## src/rtl/distinguish_pulse_gen.sv

```systemverilog
// rtl/distinguish_pulse_gen.sv - cmp/set stimulus generator for distinguish_counter
// Optional cmp jitter LFSR enabled by DISTINGUISH_PULSE_JITTER_EN.
module distinguish_pulse_gen #(
  parameter int WINDOW_CYCLES = 1000,
  parameter int BASE_PERIOD   = 100,
  parameter int CW            = 16
) (
  input  logic       clk,
  input  logic       rst_n,
  input  logic       en,
  input  logic [3:0] cls_in,
  input  logic       cls_load,
  output logic       cmp_out,
  output logic       set_out,
  output logic [3:0] cls_act,
  output logic [7:0] win_pulses,
  output logic       cls_err
);

  localparam logic [0:0] ST_IDLE = 1'b0;
  localparam logic [0:0] ST_RUN  = 1'b1;
  localparam logic [CW-1:0] WIN_LAST = CW'(WINDOW_CYCLES - 1);

  logic [0:0]    state_q, state_d;
  logic [CW-1:0] win_q, win_d;
  logic [CW-1:0] per_q, per_d;
  logic [3:0]    cls_act_q, cls_act_d;
  logic [3:0]    cls_pend_q, cls_pend_d;
  logic [7:0]    cnt_q, cnt_d;
  logic [7:0]    win_pulses_q, win_pulses_d;
  logic          cmp_q, cmp_d;
  logic          set_q, set_d;
  logic          err_q, err_d;

  logic          valid_load;
  logic          run_d;
  logic [8:0]    sum;
  logic [7:0]    cnt_sat;
  logic [CW-1:0] term_d;

`ifdef DISTINGUISH_PULSE_JITTER_EN
  logic [7:0] lfsr_q, lfsr_d;
  logic       lfsr_fb;
`endif

  always_comb begin
    state_d      = state_q;
    win_d        = win_q;
    per_d        = per_q;
    cls_act_d    = cls_act_q;
    cls_pend_d   = cls_pend_q;
    cnt_d        = cnt_q;
    win_pulses_d = win_pulses_q;
    valid_load   = cls_load && (cls_in <= 4'd9);
    err_d        = cls_load && (cls_in > 4'd9);
    // A pulse showing this cycle belongs to the current window's tally
    sum          = {1'b0, cnt_q} + {8'd0, cmp_q};
    cnt_sat      = sum[8] ? 8'hFF : sum[7:0];

    if (state_q == ST_IDLE) begin
      win_d = '0;
      per_d = '0;
      cnt_d = '0;
      if (valid_load) begin
        cls_pend_d = cls_in;
        cls_act_d  = cls_in;
      end
      if (en) state_d = ST_RUN;
    end else begin
      if (valid_load) cls_pend_d = cls_in;
      if (!en) begin
        state_d   = ST_IDLE;
        win_d     = '0;
        per_d     = '0;
        cnt_d     = '0;
        cls_act_d = cls_pend_d;
      end else if (win_q == WIN_LAST) begin
        // Boundary swap uses the pending class from before this cycle's load
        win_d        = '0;
        per_d        = '0;
        cnt_d        = '0;
        win_pulses_d = cnt_sat;
        cls_act_d    = cls_pend_q;
      end else begin
        win_d = win_q + CW'(1);
        per_d = cmp_q ? '0 : per_q + CW'(1);
        cnt_d = cnt_sat;
      end
    end

    term_d = CW'(BASE_PERIOD * (int'(cls_act_d) + 1) - 1);
`ifdef DISTINGUISH_PULSE_JITTER_EN
    lfsr_fb = lfsr_q[7] ^ lfsr_q[5] ^ lfsr_q[4] ^ lfsr_q[3];
    lfsr_d  = cmp_q ? {lfsr_q[6:0], lfsr_fb} : lfsr_q;
    case (lfsr_d[1:0])
      2'b00:   term_d = term_d - CW'(1);
      2'b10:   term_d = term_d + CW'(1);
      default: ;
    endcase
`endif

    run_d = (state_d == ST_RUN);
    set_d = run_d && (win_d == WIN_LAST);
    cmp_d = run_d && (per_d == term_d);
  end

  always_ff @(posedge clk or negedge rst_n) begin
    if (!rst_n) begin
      state_q      <= ST_IDLE;
      win_q        <= '0;
      per_q        <= '0;
      cls_act_q    <= '0;
      cls_pend_q   <= '0;
      cnt_q        <= '0;
      win_pulses_q <= '0;
      cmp_q        <= 1'b0;
      set_q        <= 1'b0;
      err_q        <= 1'b0;
    end else begin
      state_q      <= state_d;
      win_q        <= win_d;
      per_q        <= per_d;
      cls_act_q    <= cls_act_d;
      cls_pend_q   <= cls_pend_d;
      cnt_q        <= cnt_d;
      win_pulses_q <= win_pulses_d;
      cmp_q        <= cmp_d;
      set_q        <= set_d;
      err_q        <= err_d;
    end
  end

`ifdef DISTINGUISH_PULSE_JITTER_EN
  always_ff @(posedge clk or negedge rst_n) begin
    if (!rst_n) lfsr_q <= 8'hA5;
    else        lfsr_q <= lfsr_d;
  end
`endif

  assign cmp_out    = cmp_q;
  assign set_out    = set_q;
  assign cls_act    = cls_act_q;
  assign win_pulses = win_pulses_q;
  assign cls_err    = err_q;

endmodule

```

## config.mk

```make
export PLATFORM = sky130hd
export DESIGN_NAME = distinguish_pulse_gen
export DESIGN_NICKNAME = d
export VERILOG_FILES = /design/src/rtl/distinguish_pulse_gen.sv
export SDC_FILE = /design/constraint.sdc
export NUM_CORES = 1
export LEC_CHECK = 0
export CORE_MARGIN = 10
export CORE_UTILIZATION = 53
export CTS_BUF_LIST = sky130_fd_sc_hd__clkbuf_2 sky130_fd_sc_hd__clkbuf_4 sky130_fd_sc_hd__clkbuf_8
export CTS_CLUSTER_SIZE = 24
export DETAILED_ROUTE_END_ITERATION = 16
export GPL_ROUTABILITY_DRIVEN = 1
export MAX_ROUTING_LAYER = met4
export PLACE_DENSITY = 0.75
export SYNTH_ARGS = -nofsm -noshare
export SYNTH_HDL_FRONTEND = slang
export SYNTH_SLANG_ARGS = --single-unit
```

## constraint.sdc

```tcl
create_clock -name clk -period 16.1 [get_ports clk]
set_clock_uncertainty 0.15 [all_clocks]
set_input_delay 4.025 -clock clk [delete_from_list [all_inputs] [get_ports clk]]
set_output_delay 4.025 -clock clk [all_outputs]
set_load 0.03 [all_outputs]
```

==> impl_metrics.json, run 1 <==
{
  "outcome": "finished, final reports clean",
  "place_ws_ns": 6.34,
  "syn_area_per_cell_sq_um": 8.99,
  "fin_ws_ns": 6.64,
  "yosysWarnings": 0,
  "antenna_cells": 0,
  "grt_pass1_vias": 3005,
  "gp_congestion": 0.865,
  "dr.pass1.iters": 4,
  "clk_pin_slew_ns": 0.07,
  "grt_max_degree": 61,
  "critPathArrivalTime_ns": 9.57,
  "grt_pass1_wl_um": 14200,
  "syn2layout_area_growth_pct": 13.1,
  "power_density_mw_per_mm2": 103,
  "die_w_um": 105,
  "viasPerCell": 5.78,
  "drc": 0,
  "p_leak_nw": 1.81,
  "whs_ns": 0.325,
  "yosysUniqueCellTypes": 53,
  "path_cells": "clkdlybuf4s50_1 > o21ai_0 > a31oi_1 > or3_1 > nand2_1 > inv_1 > ha_1 > xnor2_1 > inv_1 > ha_1 > ha_1 > ha_1 > a21o_1 > a21oi_1 > xor2_1 > inv_1 > or3_1 > nor4_1 > o21a_1 > o2111ai_1 > a211oi_2",
  "gr-total-overflow": 0,
  "syn_area_sq_mm": 0.00379,
  "cpMaxStageDelayCell": "o21ai_0",
  "fmax_mhz": 106,
  "drive_gt1_frac": 0.0580,
  "pin_count": 23,
  "io_buffers": 22,
  "cp-end-kind": "flop",
  "cts_tree": "done",
  "num_rows": 30,
  "vias": 3142,
  "dpl.hpwl_um": 6030,
  "fin_tns_setup_ns": 0,
  "synthMuxAreaShare": 0.0112,
  "clock_latency_ns": 0.34,
  "die_y_um": 105,
  "htreeDepth": 3,
  "ir_worst_vdd_uv": 102,
  "finalCritPeriodShare": 0.588,
  "drv_slew": 0,
  "rsz0062_at_grt": "false",
  "track_usage": 0.159,
  "drv_cap": 0,
  "cts_hold_buffers": 0,
  "slowest_delay_ns": 0.51,
  "syn_nets": 449,
  "synthArstFlopShare": 1.00,
  "die_area_sq_mm": 0.0109,
  "synth_enable_flop_cells": 0,
  "synthFlopType": "dfrtp_1",
  "cts_buffers": 9,
  "seq_area_frac_synth": 0.396,
  "synthCells": 422,
  "fin_crit_ns": 9.46,
  "setup_violations": 0,
  "worst_pin_slew_ns": 0.817,
  "cp-start-kind": "input pin",
  "critPathKind": "in -> reg",
  "cts_setup_buffers": 0,
  "clock_path_buffers": 2,
  "synth_top_family_by_area": "simple AND/OR/NAND/NOR gates",
  "post_drt_wl_per_cell_um": 15.0,
  "cts.sinks": 60,
  "worstPathMaxFanout": 9,
  "synth-seq-cells": 60,
  "wl_um": 8170,
  "relSlewSlack": 0.456,
  "core-area_sq_mm": 0.00687,
  "nNetsFinal": 470,
  "ant_nets": 0,
  "synth-simple-area-share": 0.265,
  "drt_iter0_markers": 140,
  "critPathMostFrequentCell": "ha_1",
  "critPathRequiredTime_ns": 16.21,
  "start_util": 0.552,
  "cts.repair.resized": 0,
  "synth_compound_gate_area_share": 0.124,
  "synthAdderAreaFrac": 0.0627,
  "cts_root_buf": "clkbuf_8",
  "synth_xor_xnor_area_share": 0.113,
  "antenna_found_initial": 0,
  "hold_viol": 0,
  "hold_path_class": "reg -> reg"
}
[report_power, final]
group	internal (mW)	switching, mW
clock	0.0946	0.0590
combinational	0.0520	0.0791
sequential	0.154	0.00337
[worst paths after layout]
kind                       cells after the start     startpoint             to  slack [ns]
setup / recovery                              21      cls_in[1]        cmp_out        6.64
hold / removal                                 2  win_pulses[5]  win_pulses[5]        0.32
setup reg to reg                              20       win_q[0]        cmp_out       10.18
hold reg to reg                                2  win_pulses[5]  win_pulses[5]        0.32
max in group asynchronous                      2          rst_n       win_q[1]       11.61
min in group asynchronous                      2          rst_n  win_pulses[4]        3.69
[cell usage after synthesis (all sizes together), types with 4 or more instances]
library cell  instances  area (sq um)
a211oi                7          57.6
a21o                  5          37.5
a21oi                16          83.8
and2                  4          25.0
and3                 15          93.8
buf                   4          37.5
clkbuf                9          33.8
dfrtp                60          1500
ha                   19           238
inv                  10          37.5
nand2                29           109
nand2b                4          25.0
nand3                16          80.1
nand4                 9          56.3
nor2                 64           240
nor2b                 8          50.1
nor3                  8          40.0
nor4                  9          56.3
o21ai                23           119
or3                  11          73.8
xnor2                25           219
xor2                 24           210
[layout by cell type (no fill, tap or decap), types with 3 or more instances in the layout]
cell             instances
a211oi_1                 6
a21o_1                   5
a21oi_1                 15
and2_1                   4
and3_1                  15
and4_1                   3
clkbuf_8                10
clkdlybuf4s50_1         21
dfrtp_1                 60
ha_1                    19
inv_1                   10
nand2_1                 29
nand2b_1                 4
nand3_1                 16
nand3b_1                 3
nand4_1                  9
nor2_1                  64
nor2b_1                  8
nor3_1                   8
nor3b_1                  3
nor4_1                   9
o21ai_0                 22
or3_1                   10
xnor2_1                 25
xor2_1                  24
[through the flow]
step | cells | power (mW) | cell area [sq um] | util
after floorplan | 422 | 0.261 | 3790 | -
after global placement | 528 | 0.289 | 4070 | 0.592
after detailed placement | 528 | 0.290 | 4070 | 0.592
after CTS | 544 | 0.444 | 4290 | 0.625
after global routing | 544 | 0.469 | 4290 | 0.625
final | 544 | 0.442 | 4290 | 0.625
[state kept, by name, summed over array words and instances, names as in the netlist]
register / flops
cls_err: 1
win_pulses: 8
state_q: 1
win_q: 16
cls_pend_q: 4
per_q: 16
cnt_q: 8
set_out: 1
cmp_out: 1
cls_act: 4
[final cells by class]
type / count / area [sq um]
Clock buffer: 12 / 153
Clock inverter: 4 / 72.6
Multi-Input combinational cell: 339 / 2180
Sequential cell: 60 / 1500
Fill cell: 601 / 2580
Tap cell: 96 / 120
Inverter: 10 / 37.5
Timing Repair Buffer: 23 / 223
[critical path, delay by kind of cell]
kind                     cells  cell delay (ns)
buffers and inverters        4             0.84
adder cells (fa/ha/maj)      4             1.28
AND/OR/NAND/NOR              4             1.36
AO/OA/AOI/OAI                7             1.51
XOR/XNOR                     2             0.56
[routing by layer]
| layer | share of wire | track usage | vias to the layer above |
|---|---|---|---|
| met5 | 0 | - | - |
| met4 | 0.0066 | 0.0461 | 0 |
| met3 | 0.043 | 0.0412 | 2 |
| met2 | 0.50 | 0.262 | 62 |
| met1 | 0.45 | 0.189 | 1524 |
| li1 | - | - | 1554 |
[cell families after synthesis]
logic type | Yosys count
mux | 4
xor+xnor | 49
flops | 60
fa+ha+maj | 19
compound gates | 71
buf+inv | 23
simple gates | 196
No activity file was read; power rests on OpenSTA's default activity.
==> inputs of run 2 (changes only) <==
--- a/config.mk
+++ b/config.mk
@@ -12,7 +12,7 @@
 export DETAILED_ROUTE_END_ITERATION = 16
 export GPL_ROUTABILITY_DRIVEN = 1
 export MAX_ROUTING_LAYER = met4
-export PLACE_DENSITY = 0.75
+export PLACE_DENSITY = 0.78
 export SYNTH_ARGS = -nofsm -noshare
 export SYNTH_HDL_FRONTEND = slang
 export SYNTH_SLANG_ARGS = --single-unit
==> constraint.sdc (replaced) <==
create_clock -name clk -period 8.4 [get_ports clk]
set_clock_uncertainty 0.15 [all_clocks]
set_input_delay 2.1 -clock clk [delete_from_list [all_inputs] [get_ports clk]]
set_output_delay 2.1 -clock clk [all_outputs]
set_load 0.03 [all_outputs]
==> impl_metrics.json, run 2 (synthesized netlist as in run 1, its figures left out) <==
{
  "outcome": "finished, final reports clean",
  "slowest_delay_ns": 0.52,
  "most-common-layout-cells": "64 x nor2_1, 60 x dfrtp_1, 29 x nand2_1, 25 x xnor2_1, 24 x xor2_1",
  "post_drt_wl_per_cell_um": 15.1,
  "layout_commonest_cell": "nor2_1",
  "die_area_sq_mm": 0.0109,
  "drv_cap": 0,
  "io_buffers": 22,
  "cts_hold_buffers": 0,
  "gr-total-overflow": 0,
  "cts_tree": "done",
  "worst_pin_slew_ns": 0.752,
  "drive_gt1_frac": 0.0580,
  "cpMaxStageDelayCell": "o21ai_0",
  "largest_registers": "per_q (16), win_q (16)",
  "relSlewSlack": 0.499,
  "cts_buffers": 9,
  "htreeDepth": 3,
  "hold_viol": 0,
  "core-area_sq_mm": 0.00687,
  "placedCellCount": 529,
  "cp-end-kind": "flop",
  "clock_latency_ns": 0.33,
  "wl_um": 8220,
  "r2r_end": "cmp_out",
  "cts_setup_buffers": 0,
  "path_cells": "clkdlybuf4s50_1 > o21ai_0 > a31oi_1 > or3_1 > nand2_1 > inv_1 > ha_1 > xnor2_1 > inv_1 > ha_1 > ha_1 > ha_1 > a21o_1 > a21oi_1 > xor2_1 > inv_1 > or3_1 > o31a_1 > nor3_1 > o2111ai_1 > a211oi_2",
  "hold_path_class": "reg -> reg",
  "drt_iter0_markers": 151,
  "reg2regPathDepth": 20,
  "pwr-share-seq": 0.351,
  "critPathMostFrequentCell": "ha_1",
  "fin_crit_ns": 7.55,
  "antenna_found_initial": 0,
  "ant_nets": 0,
  "fmax_mhz": 132,
  "timing.rr.start": "win_q[0]",
  "register_area_sq_mm": 0.00150,
  "start_util": 0.552,
  "r2r_slack_ns": 2.48,
  "stdcell_count": 544,
  "p_sw_uw": 273,
  "setup_violations": 0,
  "fin_tns_setup_ns": 0,
  "die_w_um": 105,
  "place_ws_ns": 0.557,
  "rsz0062_at_grt": "false",
  "viasPerCell": 5.81,
  "ir_worst_vdd_uv": 172,
  "vias": 3158,
  "whs_ns": 0.331,
  "worstPathMaxFanout": 9,
  "pin_count": 23,
  "cts.repair.resized": 0,
  "nNetsFinal": 471,
  "endpoint": "cmp_out",
  "critPathRequiredTime_ns": 8.50,
  "cts.sinks": 60,
  "syn2layout_area_growth_pct": 13.5,
  "multiInputGateArea_sq_mm": 0.00218,
  "finalCritPeriodShare": 0.899,
  "drv_slew": 0,
  "comb_power_share": 0.296,
  "dr.pass1.iters": 4,
  "p_clk_frac": 0.353,
  "clock_path_buffers": 2,
  "clk_pin_slew_ns": 0.07,
  "cts_root_buf": "clkbuf_8",
  "die_y_um": 105,
  "fin_ws_ns": 0.847,
  "grt_max_degree": 61,
  "p_leak_nw": 1.82,
  "switching_share": 0.317,
  "cp-start-kind": "input pin",
  "critPathKind": "in -> reg",
  "critPathArrivalTime_ns": 7.66,
  "fin_util": 0.627,
  "grt_pass1_wl_um": 14500,
  "grt_pass1_vias": 3147,
  "track_usage": 0.160,
  "antenna_cells": 0,
  "power_density_mw_per_mm2": 200,
  "crit_path_start": "cls_in[1]",
  "gp_congestion": 0.866,
  "p_int_uw": 587,
  "num_rows": 30,
  "drc": 0,
  "dpl.hpwl_um": 6030,
  "fillers": 590
}
## run 2: cell types whose count changed in the layout (fill, tap and decap cells not counted), sizes merged
| cell | previous run | this run |
|---|---|---|
| buf | 2 | 3 |
| clkinvlp | 1 | 0 |
## run 2: worst min-delay path by stage
stage | from | to | slack (ns) | depth (start not counted)
2_1_floorplan | per_q[0] | per_q[0] | 0.30 | 1
3_3_place_gp | win_pulses[4] | win_pulses[4] | 0.31 | 2
3_5_place_dp | win_pulses[1] | win_pulses[1] | 0.32 | 2
4_1_cts | win_pulses[1] | win_pulses[1] | 0.34 | 2
5_1_grt | win_pulses[6] | win_pulses[6] | 0.38 | 2
6_report | win_pulses[1] | win_pulses[1] | 0.33 | 2
## run 2: layout make-up
cell class	count	area share
Tap cell	96	0.0279
Inverter	10	0.00872
Timing Repair Buffer	24	0.0535
Clock buffer	12	0.0383
Clock inverter	3	0.0160
Sequential cell	60	0.349
Multi-Input combinational cell	339	0.507
## run 2: metal layers
layer	up-vias	track usage	wire [um]
met2	51	0.262	4180
met3	6	0.0436	317
met4	0	0.0549	111
li1	1553	-	-
met5	-	-	0
met1	1548	0.185	3610
## run 2: power groups by stage
stage | sequential, mW | combinational (mW) | clock, mW
global route | 0.303 | 0.284 | 0.323
global placement | 0.307 | 0.246 | 0
detailed placement | 0.307 | 0.253 | 0
floorplan | 0.311 | 0.188 | 0
CTS | 0.302 | 0.254 | 0.313
finish | 0.302 | 0.254 | 0.303
## run 2: through the flow
step | total power, mW | cell area (sq um)
2_1_floorplan | 0.499 | 3790
3_3_place_gp | 0.553 | 4070
3_5_place_dp | 0.560 | 4070
4_1_cts | 0.869 | 4310
5_1_grt | 0.909 | 4310
6_report | 0.859 | 4310
## run 2: worst max-delay path, delay by kind of cell
| family | cells | cell delay, ns |
|---|---|---|
| fa+ha+maj | 4 | 1.31 |
| buf+inv | 4 | 0.83 |
| compound gates | 7 | 1.67 |
| xor+xnor | 2 | 0.53 |
| simple gates | 4 | 1.22 |
